===== src/rtl/reg_permute_pkg.sv =====
// Shared types for the register-permutation engine: FSM state encodings and mode constants.
// State encodings are visible on the phase debug port, so their values are fixed.
package reg_permute_pkg;

  typedef enum logic [1:0] {
    ST_IDLE    = 2'd0,
    ST_SAVE    = 2'd1,
    ST_MOVE    = 2'd2,
    ST_RESTORE = 2'd3
  } state_e;

  localparam logic MODE_SWAP   = 1'b0;
  localparam logic MODE_ROTATE = 1'b1;

endpackage


===== src/rtl/reg_permute_bank.sv =====
// NREG x WIDTH register array plus temp register; one indexed write port, one temp load port.
// Two combinational read ports (external and move-source); writes land on the next clk edge.
module reg_permute_bank #(
  parameter int WIDTH = 8,
  parameter int NREG  = 4,
  parameter int IDXW  = $clog2(NREG)
) (
  input  logic             clk,
  input  logic             reset_n,
  input  logic             wr_en,
  input  logic [IDXW-1:0]  wr_idx,
  input  logic [WIDTH-1:0] wr_data,
  input  logic             t_load,
  input  logic [WIDTH-1:0] t_data,
  input  logic [IDXW-1:0]  rd_idx,
  output logic [WIDTH-1:0] rd_data,
  input  logic [IDXW-1:0]  src_idx,
  output logic [WIDTH-1:0] src_data,
  output logic [WIDTH-1:0] t_out
);

  logic [WIDTH-1:0] regs_q [NREG];
  logic [WIDTH-1:0] regs_d [NREG];
  logic [WIDTH-1:0] t_q;
  logic [WIDTH-1:0] t_d;

  // Indices with no matching register never write, which drops out-of-range loads.
  always_comb begin
    regs_d = regs_q;
    for (int i = 0; i < NREG; i++) begin
      if (wr_en && (wr_idx == IDXW'(i))) begin
        regs_d[i] = wr_data;
      end
    end
    t_d = t_load ? t_data : t_q;
  end

  always_comb begin
    rd_data  = '0;
    src_data = '0;
    for (int i = 0; i < NREG; i++) begin
      if (rd_idx == IDXW'(i)) begin
        rd_data = regs_q[i];
      end
      if (src_idx == IDXW'(i)) begin
        src_data = regs_q[i];
      end
    end
  end

  assign t_out = t_q;

  always_ff @(posedge clk or negedge reset_n) begin
    if (!reset_n) begin
      for (int i = 0; i < NREG; i++) begin
        regs_q[i] <= '0;
      end
      t_q <= '0;
    end else begin
      regs_q <= regs_d;
      t_q    <= t_d;
    end
  end

endmodule


===== src/rtl/reg_permute_unit.sv =====
// Register-permutation engine: swap two registers (3 busy cycles) or rotate the bank left (NREG+1).
// start/load honoured only in IDLE; requests while busy are ignored, done/err are 1-cycle pulses.
module reg_permute_unit
  import reg_permute_pkg::*;
#(
  parameter int WIDTH = 8,
  parameter int NREG  = 4,
  parameter int IDXW  = $clog2(NREG)
) (
  input  logic             clk,
  input  logic             reset_n,
  input  logic             start,
  input  logic             mode,
  input  logic [IDXW-1:0]  idx_a,
  input  logic [IDXW-1:0]  idx_b,
  input  logic             load,
  input  logic [IDXW-1:0]  load_idx,
  input  logic [WIDTH-1:0] load_data,
  input  logic [IDXW-1:0]  rd_idx,
  output logic [WIDTH-1:0] rd_data,
  output logic             busy,
  output logic             done,
  output logic             err,
  output logic [1:0]       phase
);

  localparam logic [IDXW:0]   NREG_W    = (IDXW+1)'(NREG);
  localparam logic [IDXW-1:0] LAST_STEP = IDXW'(NREG - 2);
  localparam logic [IDXW-1:0] LAST_IDX  = IDXW'(NREG - 1);

  state_e           state_q, state_d;
  logic             mode_q, mode_d;
  logic [IDXW-1:0]  idx_a_q, idx_a_d;
  logic [IDXW-1:0]  idx_b_q, idx_b_d;
  logic [IDXW-1:0]  step_q, step_d;
  logic             done_q, done_d;
  logic             err_q, err_d;

  logic             wr_en;
  logic [IDXW-1:0]  wr_idx;
  logic [WIDTH-1:0] wr_data;
  logic             t_load;
  logic [IDXW-1:0]  src_idx;
  logic [WIDTH-1:0] src_data;
  logic [WIDTH-1:0] t_out;
  logic             req_ok;

  // One extra bit on the compare so a power-of-two NREG still rejects nothing spuriously.
  assign req_ok = (mode == MODE_ROTATE) ||
                  (({1'b0, idx_a} < NREG_W) && ({1'b0, idx_b} < NREG_W));

  always_comb begin
    state_d = state_q;
    mode_d  = mode_q;
    idx_a_d = idx_a_q;
    idx_b_d = idx_b_q;
    step_d  = step_q;
    done_d  = 1'b0;
    err_d   = 1'b0;
    wr_en   = 1'b0;
    wr_idx  = '0;
    wr_data = '0;
    t_load  = 1'b0;
    src_idx = '0;

    case (state_q)
      ST_IDLE: begin
        if (load) begin
          wr_en   = 1'b1;
          wr_idx  = load_idx;
          wr_data = load_data;
        end else if (start) begin
          if (req_ok) begin
            state_d = ST_SAVE;
            mode_d  = mode;
            idx_a_d = idx_a;
            idx_b_d = idx_b;
            step_d  = '0;
          end else begin
            err_d = 1'b1;
          end
        end
      end

      ST_SAVE: begin
        src_idx = (mode_q == MODE_ROTATE) ? '0 : idx_a_q;
        t_load  = 1'b1;
        state_d = ST_MOVE;
      end

      ST_MOVE: begin
        wr_en   = 1'b1;
        wr_data = src_data;
        if (mode_q == MODE_ROTATE) begin
          wr_idx  = step_q;
          src_idx = step_q + IDXW'(1);
          if (step_q == LAST_STEP) begin
            state_d = ST_RESTORE;
          end else begin
            step_d = step_q + IDXW'(1);
          end
        end else begin
          wr_idx  = idx_a_q;
          src_idx = idx_b_q;
          state_d = ST_RESTORE;
        end
      end

      ST_RESTORE: begin
        wr_en   = 1'b1;
        wr_idx  = (mode_q == MODE_ROTATE) ? LAST_IDX : idx_b_q;
        wr_data = t_out;
        state_d = ST_IDLE;
        done_d  = 1'b1;
      end

      default: state_d = ST_IDLE;
    endcase
  end

  always_ff @(posedge clk or negedge reset_n) begin
    if (!reset_n) begin
      state_q <= ST_IDLE;
      mode_q  <= MODE_SWAP;
      idx_a_q <= '0;
      idx_b_q <= '0;
      step_q  <= '0;
      done_q  <= 1'b0;
      err_q   <= 1'b0;
    end else begin
      state_q <= state_d;
      mode_q  <= mode_d;
      idx_a_q <= idx_a_d;
      idx_b_q <= idx_b_d;
      step_q  <= step_d;
      done_q  <= done_d;
      err_q   <= err_d;
    end
  end

  reg_permute_bank #(
    .WIDTH(WIDTH),
    .NREG (NREG),
    .IDXW (IDXW)
  ) u_bank (
    .clk     (clk),
    .reset_n (reset_n),
    .wr_en   (wr_en),
    .wr_idx  (wr_idx),
    .wr_data (wr_data),
    .t_load  (t_load),
    .t_data  (src_data),
    .rd_idx  (rd_idx),
    .rd_data (rd_data),
    .src_idx (src_idx),
    .src_data(src_data),
    .t_out   (t_out)
  );

  assign busy  = (state_q != ST_IDLE);
  assign done  = done_q;
  assign err   = err_q;
  assign phase = state_q;

endmodule


===== config.mk =====
export PLATFORM = sky130hd
export DESIGN_NAME = reg_permute_unit
export DESIGN_NICKNAME = d
export VERILOG_FILES = /design/src/rtl/reg_permute_pkg.sv /design/src/rtl/reg_permute_bank.sv /design/src/rtl/reg_permute_unit.sv
export SDC_FILE = /design/constraint.sdc
export NUM_CORES = 1
export LEC_CHECK = 0
export ABC_AREA = 1
export ABC_CLOCK_PERIOD_IN_PS = 2300
export CAP_MARGIN = 10
export CORE_MARGIN = 5
export CORE_UTILIZATION = 45
export DETAILED_ROUTE_END_ITERATION = 8
export PLACE_DENSITY = 0.66
export RECOVER_POWER = 100
export SLEW_MARGIN = 30
export SYNTH_ARGS = -nofsm -noshare
export SYNTH_HDL_FRONTEND = slang
export SYNTH_SLANG_ARGS = --single-unit

===== constraint.sdc =====
create_clock -name clk -period 2.3 [get_ports clk]
set_input_delay 0.46 -clock clk [delete_from_list [all_inputs] [get_ports clk]]
set_output_delay 0.46 -clock clk [all_outputs]
set_load 0.005 [all_outputs]

Word level (Yosys, flattened, before mapping):

Cells that the tools add are included.

* register bits: 50
* input port bits: 21

* add/subtract/negate cells: 1
* equal/unequal tests: 18
* mux-type cells: 31
* bitwise operators: 1
* reduce and logical (&&, ||, !) cells: 14

Operators by type and width (number)
* 8-bit 2-to-1 mux: 9
* 2-bit 2-to-1 mux: 13
* 8-bit one-hot mux with 3 select lines: 1
* 2-bit equality test, second input constant: 9
* 2-bit by 1-bit equality test with 1-bit output, second input constant: 4
* 2-bit zero test: 4
* 2-bit inequality test, second input constant: 4
* 2-bit one-hot mux with 2 select lines: 2
* 2-bit one-hot mux with 4 select lines: 1
* 2-bit one-hot mux with 3 select lines: 1
* 3-bit AND reduction: 2
* 5-bit AND reduction: 1
* 1-bit logical AND: 4
* 2-bit nonzero test: 2
* 1-bit 2-to-1 mux: 3
* 3-bit inequality test, second input constant: 1
* 2-bit by 1-bit adder with 2-bit output, second input constant: 1
* 1-bit one-hot mux with 2 select lines: 1
* 2-bit OR reduction: 1
* 1-bit inverter: 1

Logic depth before layout (Yosys ltp):

Gate-level depths: netlist (run 1).

* depth in word-level cells: 9
* depth in mapped cells: 13

Cells and area by module:

Synthesis (run 1) repeated with hierarchy kept, for this count alone.

* cells, all modules: 377
* area, all modules: 2909.0 um2

Modules (own cells, without submodules)
* reg_permute_bank: times used 1, cells an instance 241, area each 2018.2 um2, sequential area each 1001.0 um2
* reg_permute_unit: times used 1, cells an instance 136, area each 890.9 um2, sequential area each 250.2 um2

Worst setup path after synthesis (run 1):

Ideal clock, no wire load.

* kind: register -> register
* start point: reg state_q[0] (netlist: phase[0])
* end point: reg u_bank.regs_q[1] in the netlist's numbering
* setup time: 0.118 ns
* arrival time: 1.706 ns
* data required time: 2.182 ns
* setup slack: 0.477 ns
* cell stages (with the launch flop): 14
* buffers on the path: 0
* period minus slack after synthesis: 1.823 ns
* path through: dfrtp_1 > inv_1 > ha_1 > nand2_1 > inv_2 > nand2_1 > nand4_1 > inv_1 > nor2_2 > inv_2 > nor2_4 > inv_2 > nand2_1 > nand2_1

* cells in the longest elaborated chain, start to end: 8
* elaborated cells on any way between the ends: 19
* those cells by class: eq/ne (7); mux (8); reduce/logical (4)

RTL lines
* start, declared: line reg_permute_unit.sv:31 `state_e state_q, state_d;`
* start signal, assigned: line reg_permute_unit.sv:131 `state_q <= state_d;`
* 2-bit equality test or 2-bit by 1-bit equality test with 1-bit output (tied branches): line reg_permute_unit.sv:66 `case (state_q)`
* 2-bit one-hot mux with 2 select lines: line reg_permute_unit.sv:66
* 2-bit zero test: line reg_permute_bank.sv:45 `if (src_idx == IDXW'(i)) begin`
* 8-bit 2-to-1 mux (4 in series): line reg_permute_bank.sv:45
* 8-bit one-hot mux with 3 select lines: line reg_permute_unit.sv:66
* end signal, assigned: line reg_permute_bank.sv:60 `regs_q <= regs_d;`
* end, declared: line reg_permute_bank.sv:22 `logic [WIDTH-1:0] regs_q [NREG];`

Parallel ways exist; a longest one is shown, timed or not.
A chain may end at the register's enable or synchronous reset.

Worst setup path after layout (run 1):

* start point: in rd_idx[1]
* end point: out rd_data[4]

* cells in the longest elaborated chain, start to end: 5
* elaborated cells on any way between the ends: 8
* those cells by class: eq/ne (3); mux (4); reduce/logical (1)

RTL lines
* start, declared: line reg_permute_unit.sv:19 `input logic [IDXW-1:0] rd_idx,`
* 2-bit zero test: line reg_permute_bank.sv:42 `if (rd_idx == IDXW'(i)) begin`
* 8-bit 2-to-1 mux (3 in series): line reg_permute_bank.sv:42
* 8-bit 2-to-1 mux (*): line reg_permute_bank.sv:42
* end, declared: line reg_permute_unit.sv:20 `output logic [WIDTH-1:0] rd_data,`

Mark *: on every way between the ends. The rest lies on a longest branch, timed or not.

==> impl_metrics.json, run 1 <==
{
  "outcome": "finished, final reports clean",
  "crit_path_start_kind": "input port",
  "synth_area_mm2": 0.003022,
  "reg2reg_depth": 11,
  "routabilityCongestion": 0.9148,
  "core_area_mm2": 0.006459,
  "stdcell_count": 535,
  "synth_cells": 410,
  "r2r_start": "phase[0]$_DFFE_PN0P_",
  "ios": 34,
  "cp_max_fo": 5,
  "synth_fp_nets": 438,
  "hold_buffers": 0,
  "synth_edf_count": 0,
  "route.detailed.drc": 0,
  "antenna_found_initial": 0,
  "crit_arrival_ns": 1.76,
  "final_common_cell": "nand2_1",
  "port_buffers": 32,
  "r2r-end": "u_bank.regs_q[2]$_DFFE_PN0P_",
  "clkSinkCount": 50,
  "ir_drop_v": 0.0007508,
  "vias": 2883,
  "slowest_stage": "dlygate4sd2_1",
  "p_leak_nw": 1.824,
  "drive_gt1_share_pct": 12.66,
  "crit_chain": "dlygate4sd2_1 > inv_1 > buf_4 > and3_1 > a221oi_1 > o21ai_0 > dlygate4sd2_1",
  "fin_crit_sh_pct": 96.57,
  "finalSetupViolations": 0,
  "cts_max_level": 2,
  "max_freq_ghz": 0.4502,
  "worst_pin_slew_ns": 1.284,
  "ys_async_sr_fraction_pct": 100.0,
  "clk_pin_slew_ns": 0.09,
  "dp_hpwl_mm": 6.215,
  "required_ns": 1.84,
  "syn_area_per_cell_um2": 7.370,
  "seq_area_frac_synth_pct": 41.41,
  "yosys_register_bits": 50,
  "dpl-instance-area_mm2": 0.003533,
  "die_area_mm2": 0.008454,
  "cts_root_buf": "clkbuf_8",
  "slew_headroom_pct": 14.38,
  "grt_pass1_wl_mm": 14.23,
  "path_class": "in -> out",
  "grt_overflow": 0,
  "grt_pass1_vias": 2883,
  "wl_mm": 8.252,
  "clockBufferDepth": 2,
  "period_minus_slack_ns": 2.221,
  "fin_util_pct": 55.73,
  "hold_class": "in -> async",
  "diodes": 0,
  "die_w_um": 91.95,
  "nets": 485,
  "design_area_mm2": 0.003600,
  "drt-pass1-iter-count": 5,
  "grt_start_max_net_pins": 33,
  "post_drt_wl_per_cell_um": 15.42,
  "ant_nets": 0,
  "r2r_slack_ns": 0.19,
  "ys_warn_count": 0,
  "dp.cells": 526,
  "cpMostUsedCell": "dlygate4sd2_1",
  "slew_viol_final": 0,
  "fillers": 628,
  "drt_iter0_drc": 161,
  "track_usage_pct": 20.60,
  "synth.distinct_cells": 28,
  "synth-main-ff-cell": "dfrtp_1",
  "clk_latency_ns": 0.30,
  "start_util_pct": 46.78,
  "final_cell_mix": "nand2_1, nand3_1, dfrtp_1",
  "startpoint": "rd_idx[1]",
  "cpPeakStageDelay_ns": 0.29,
  "rows": 29,
  "drt-vias-per-instance": 5.389,
  "cts_inserted_buffers": 5,
  "power_w": 0.004919,
  "finClkSkew_ns": 0.008199,
  "hold_viol": 0,
  "end_kind": "primary output",
  "cts_tree": "yes",
  "p_per_area_mw_per_mm2": 1366,
  "die_h_um": 91.95,
  "rsz0062_at_grt": "no",
  "synthToLayoutAreaGrowth_pct": 19.13,
  "max_cap_violations": 0
}
-- worst max-delay path, delay by kind of cell --
kind,cells,cell delay [ns]
simple gates,1,0.13
buf+inv,4,0.81
compound gates,2,0.35
-- metrics by stage --
stage          hold slack, ns  setup TNS [ns]  setup WS (ns)
4_1_cts                0.1543               0        0.04623
2_1_floorplan          0.1644               0         0.4768
3_5_place_dp           0.4693          -2.208        -0.3634
6_report               0.4136               0        0.07881
5_1_grt                0.5054               0       0.003186
3_3_place_gp           0.4664          -1.981        -0.2986
-- cells in the mapped netlist, drive strengths merged, types with 2 or more instances --
library cell | count | share of area [%]
o2111ai | 3 | 0.87
dfrtp | 50 | 41
o21ai | 24 | 4.0
nor2 | 14 | 2.6
mux2 | 2 | 0.75
and3 | 5 | 1.0
clkbuf | 3 | 0.37
nand4 | 10 | 2.1
buf | 8 | 1.6
nand2 | 124 | 17
ha | 7 | 2.9
nand3 | 74 | 13
a21oi | 16 | 3.0
a221oi | 5 | 1.4
inv | 61 | 7.6
-- how the worst max path moves through the flow --
stage,to,slack (ns),depth (start not counted)
2_1_floorplan,u_bank.regs_q[1]$_DFFE_PN0P_,0.48,13
3_3_place_gp,rd_data[1],-0.30,7
3_5_place_dp,rd_data[4],-0.36,7
4_1_cts,u_bank.regs_q[14]$_DFFE_PN0P_,0.05,11
5_1_grt,u_bank.regs_q[2]$_DFFE_PN0P_,0.003,11
6_report,rd_data[4],0.08,7
-- power breakdown --
group          total, W  leakage (nW)  internal, W  switching, W
Clock          0.000538        0.0482     0.000244      0.000294
Combinational   0.00283          1.11     0.000954       0.00188
Sequential      0.00155         0.663      0.00126      0.000287
Total           0.00492          1.82      0.00246       0.00246
-- cell families after synthesis --
logic type | after synthesis | synth area share, %
muxes | 2 | 0.7453
AOI/OAI and AO/OA | 50 | 9.773
other | 1 | 0.1241
buffers and inverters | 72 | 9.565
DFF | 50 | 41.41
adders and majority gates | 7 | 2.898
and+or+nand+nor | 228 | 35.49
-- registers in the layout, summed over array words and instances (netlist names) --
signal	cells
u_bank.regs_q	32
done	1
u_bank.t_out	8
step_q	2
mode_q	1
idx_a_q	2
phase	2
idx_b_q	2
-- final cells by class --
type	instances	area, um2	share of cell area, %
repair buffers	51	457.9	12.72
multi-input cells	288	1474	40.95
clock inverters	1	5.005	0.1390
inverters	61	229.0	6.361
clock buffers	7	86.33	2.398
flip-flops and latches	50	1251	34.76
well taps	77	96.34	2.676
-- what timing repair did --
item | 4_1_cts | 5_1_grt
pin swaps | 0 | 1
setup buffers | 0 | 1
setup endpoints to repair | 8 | 35
hold endpoints to repair | 0 | 0
gates resized for setup | 13 | 3
-- layer usage --
metal  GRT usage, %  wire (um)  up-vias
li1               -          -     1435
met1          30.21       4156     1341
met2          32.00       3527       98
met3          4.092        503        9
met4          3.589         64        0
met5              0          0        -
Power figures use the tool's default switching activity.
==> inputs of run 2 (changes only) <==
SLEW_MARGIN = default   (was 30)
==> results of run 2 <==
No change in the layout: final DEF, timing and power equal those of run 1.
==> edit 1, RTL diff (settings of run 1) <==
The output `done` loses its register stage (`done_q` becomes a continuous assignment).
--- a/src/rtl/reg_permute_unit.sv
+++ b/src/rtl/reg_permute_unit.sv
@@ -126,5 +126,4 @@
       idx_b_q <= '0;
       step_q  <= '0;
-      done_q  <= 1'b0;
       err_q   <= 1'b0;
     end else begin
@@ -134,8 +133,9 @@
       idx_b_q <= idx_b_d;
       step_q  <= step_d;
-      done_q  <= done_d;
       err_q   <= err_d;
     end
   end
+
+  assign done_q = done_d;
 
   reg_permute_bank #(
Formal check against the unedited RTL: not equivalent (a bounded check fails within 4 cycles, from zero or initial values and one cycle with reset_n low).
==> edit 1 against run 1 <==
  * Maximum frequency grew 0.41%
  * Synthesized area fell by 2.9%
  * Critical endpoint is now rd_data[0]
  * Count of clock-buffer cells in the layout decreased by 2
  * Power is 15% lower
  * Final area down 1.1%
  * Wire length decreased by 2.7%
  * Clock skew hardly changed
  * Sequential cell count shrank 1
  * Setup slack better by 0.0091 ns
  * Sequential share of layout area shrank 0.32 points
  * Core utilization grew 0.34 points
  * Global-route usage is 0.34 points lower
==> edit 1: results (changes against run 1) <==
Clk_skew = 0.00781 ns (-0.000393 ns)
Logic power comb = 2.31 mW (-18%)
Sw power = 2.04 mW (-17%)
M3 GR Usage = 3.33% (-0.76 points)
Synthesized Nets = 439 (+0.23%)
Reg2reg path depth = 14 (+3)
Pre-CTS setup slack = -0.265 ns (+0.0983 ns)
Final WL = 8030 um (-2.7%)
Post-synth top cells = 153 x nand2_1, 62 x nand3_1, 49 x dfrtp_1, 40 x inv_1, 19 x o21ai_0
Mapped Cells = 411 (+0.24%)
WHS = 0.280 ns (-0.134 ns)
Met2 wire len = 3920 um (+11%)
Outcome = finished clean
Fillers = 629 (+0.16%)
GR Layer Usage met2 = 33.8% (+1.8 points)
Nets@finish = 490 (+1.0%)
Slowest stage delay, CP = 0.51 ns (+0.22 ns)
Pwr Total = 4.17 mW (-15%)
Critical path peak fanout = 8 (+3)
Total track usage = 20.3% (-0.34 points)
Clk slew on worst S/H paths = 0.10 ns
Crit. Startpoint = rd_idx[0]
Final worst path period share = 96.2% (-0.40 points)
DRT iter0 DRCs = 180 (+12%)
Vias = 2875 (-0.28%)
First-pass GRT wire length = 13700 um (-4.0%)
Register area share after synthesis = 41.8% (+0.40 points)
Synth cell types = 31 (+11%)
Met1 WL = 3470 um (-16%)
Top reg by flops = u_bank.regs_q
RD Place Congestion = 0.877 (-4.1%)
Largest cells by area after synthesis = dfrtp_1 42%, nand2_1 20%, nand3_1 11%, inv_1 5.1%, o21ai_0 3.2%
Routed length on met3 = 444 um (-12%)
WP data arrival = 1.75 ns
P_clk = 526 uW (-2%)
DP Wirelength = 6030 um (-3.0%)
RR Endpoint = u_bank.regs_q[22]
Initial antenna violation count = 0 (unchanged)
Slew at the pin closest to its max-slew limit = 0.988 ns (-0.296 ns)
Critical path endpoint = rd_data[0]
Drt pass-1 iters = 4 (-1)
Vias in the first global route = 2830 (-1.8%)
Met1 usage = 26.9% (-3.4 points)
Layout cells sized above 1 = 13.0% (+0.30 points)
Cell area after placement = 0.00341 mm^2 (-3.5%)
LEAKAGE = 1.81 nW (-0.71%)
## edit 1: changes by cell type after synthesis, moves of 6 or more
cell and change:
inv_2 -9, inv_1 -6, nand3_1 -8, nand2_1 +40
## edit 1: cells by family (layout without fill, tap and decap cells)
kind of cell,Yosys count,in the layout,share of synthesized area (%)
compound gates,40,40,7.76
other cells,1,1,0.128
mux,1,1,0.384
flops,49,49,41.8
buf+inv,56,108,7.72
simple gates,257,257,39.2
fa+ha+maj,7,7,2.99
## edit 1: cell type report
| class | count | area [um^2] | share of cell area (%) |
|---|---|---|---|
| sequential | 49 | 1230 | 34.4 |
| clock buffer | 5 | 68.8 | 1.93 |
| multi-input combinational | 306 | 1510 | 42.5 |
| tap | 77 | 96.3 | 2.71 |
| inverter | 46 | 175 | 4.92 |
| clock inverter | 3 | 22.5 | 0.632 |
| timing repair buffer | 54 | 459 | 12.9 |
## edit 1: repair_timing
action / CTS / global route
endpoints found under the setup margin: 8 / 36
setup buffers: 5 / 1
gates resized for setup: 13 / 7
==> edit 2, RTL diff (flow settings as in run 1) <==
Made on the original files. `WIDTH` is set to 8 in 2 places; all go to 10.
--- a/src/rtl/reg_permute_bank.sv
+++ b/src/rtl/reg_permute_bank.sv
@@ -2,5 +2,5 @@
 // Two combinational read ports (external and move-source); writes land on the next clk edge.
 module reg_permute_bank #(
-  parameter int WIDTH = 8,
+  parameter int WIDTH = 10,
   parameter int NREG  = 4,
   parameter int IDXW  = $clog2(NREG)
--- a/src/rtl/reg_permute_unit.sv
+++ b/src/rtl/reg_permute_unit.sv
@@ -4,5 +4,5 @@
   import reg_permute_pkg::*;
 #(
-  parameter int WIDTH = 8,
+  parameter int WIDTH = 10,
   parameter int NREG  = 4,
   parameter int IDXW  = $clog2(NREG)
Interface: changed (resized load_data and rd_data); port bits go from 34 to 38. No check against the original RTL was run, so the function may have changed too.
==> edit 2 against run 1 <==
  * The flow now finishes with violations (max-capacitance violations)
  * Via count grew 19%
  * Power increased by 22%
  * Largest cell class unchanged
  * Synthesized area rose by 21%
  * Setup slack improved by 0.029 ns
  * Sequential cell count is 10 higher
  * Global-route usage up 0.86 points
  * Maximum frequency is 1.3% higher
  * Final area rose by 22%
  * Non-clock buffer count is 4 higher
  * Die area up 19%
  * Worst hold slack better by 0.071 ns
  * Wire length is 21% higher
  * Critical path depth unchanged
==> edit 2: results (changes against run 1) <==
DRT iter0 DRCs = 260 (+61%)
Failing checks = max-capacitance violations
Synthesized Nets = 523 (+19%)
Largest cells by area after synthesis = dfrtp_1 41%, nand2_1 13%, nand3_1 12%, inv_1 5.8%, o21ai_0 4.2%
Clk slew on worst S/H paths = 0.06 ns (-0.03 ns)
Clock Latency Late Sink = 0.33 ns (+0.03 ns)
Cell area after placement = 0.00417 mm^2 (+18%)
Critical path endpoint = rd_data[5]
Total track usage = 21.5% (+0.86 points)
Tmin final = 2.19 ns (-0.0291 ns)
Cells after DPL = 629 (+20%)
Finished Layout Cells = 645 (+21%)
Num CTS Buffers = 9 (+4)
Critical path peak fanout = 10 (+5)
First-pass GRT wire length = 17000 um (+19%)
H-tree level count = 3 (+1)
RR Endpoint = u_bank.regs_q[11]
Pin count of the biggest net entering global routing = 61 (+85%)
Clk_skew = 0.00878 ns (+0.000583 ns)
Pre-CTS setup slack = -0.518 ns (-0.155 ns)
Maxcap violations = 1 (+1)
IO Port Bufs = 36 (+13%)
Post-synth top cells = 128 x nand2_1, 84 x nand3_1, 60 x dfrtp_1, 56 x inv_1, 31 x o21ai_0
Syn Area/Cell = 7.40 um^2 (+0.35%)
LEAKAGE = 2.19 nW (+20%)
Outcome = finished, violations left
Slew at the pin closest to its max-slew limit = 1.50 ns (+0.212 ns)
IR drop worst, VDD = 581 uV (-23%)
DP Wirelength = 7440 um (+20%)
Nets@finish = 568 (+17%)
-- edit 2: cells by family (layout without fill, tap and decap cells) --
group	after synthesis	after routing	synth area share (%)
flops	60	60	41.1
buf+inv	92	141	11.0
mux	1	1	0.308
fa+ha+maj	6	6	2.05
compound gates	63	63	10.3
simple gates	271	271	35.2
other cells	1	1	0.103
-- edit 2: per-stage QoR --
stage	hold WS [ns]	setup TNS, ns	total power, mW
after global placement	0.462	-4.07	5.02
final	0.484	0	6.02
after floorplan	0.164	0	4.04
after detailed placement	0.467	-4.49	5.07
after global routing	0.511	0	6.55
after CTS	0.132	0	5.99
-- edit 2: routing by layer --
| metal | vias to the layer above | wire, um | share of wire, % | global-route usage (%) |
|---|---|---|---|---|
| met1 | 1584 | 4990 | 50 | 33.1 |
| met2 | 132 | 4240 | 42 | 30.6 |
| li1 | 1707 | - | - | - |
| met5 | - | 0 | 0 | 0 |
| met3 | 12 | 616 | 6.2 | 3.06 |
| met4 | 0 | 153 | 1.5 | 7.46 |
-- edit 2: area by class of cell --
type                    instances  area [um^2]
fillers                       755         3410
multi-input cells             342         1820
flip-flops and latches         60         1500
repair buffers                 55          488
inverters                      70          274
clock buffers                  14          183
well taps                     102          128
repair inverters                1         7.51
clock inverters                 1         5.00
-- edit 2: worst max-delay path: cells and delay by family --
kind | cells | cell delay [ns]
AND/OR/NAND/NOR | 1 | 0.04
AO/OA/AOI/OAI | 2 | 0.40
buffers and inverters | 4 | 0.83
-- edit 2: report_power, final --
part	internal (mW)	leakage, nW	switching (mW)
Clock	0.502	0.0986	0.403
Combinational	1.10	1.29	2.23
Sequential	1.47	0.794	0.310
-- edit 2: timing repair --
item	in CTS	in global routing
gates cloned	0	1
endpoints found under the setup margin	10	41
hold buffers	0	0
pin swaps	0	1
setup buffers	0	0
resized for setup	31	7
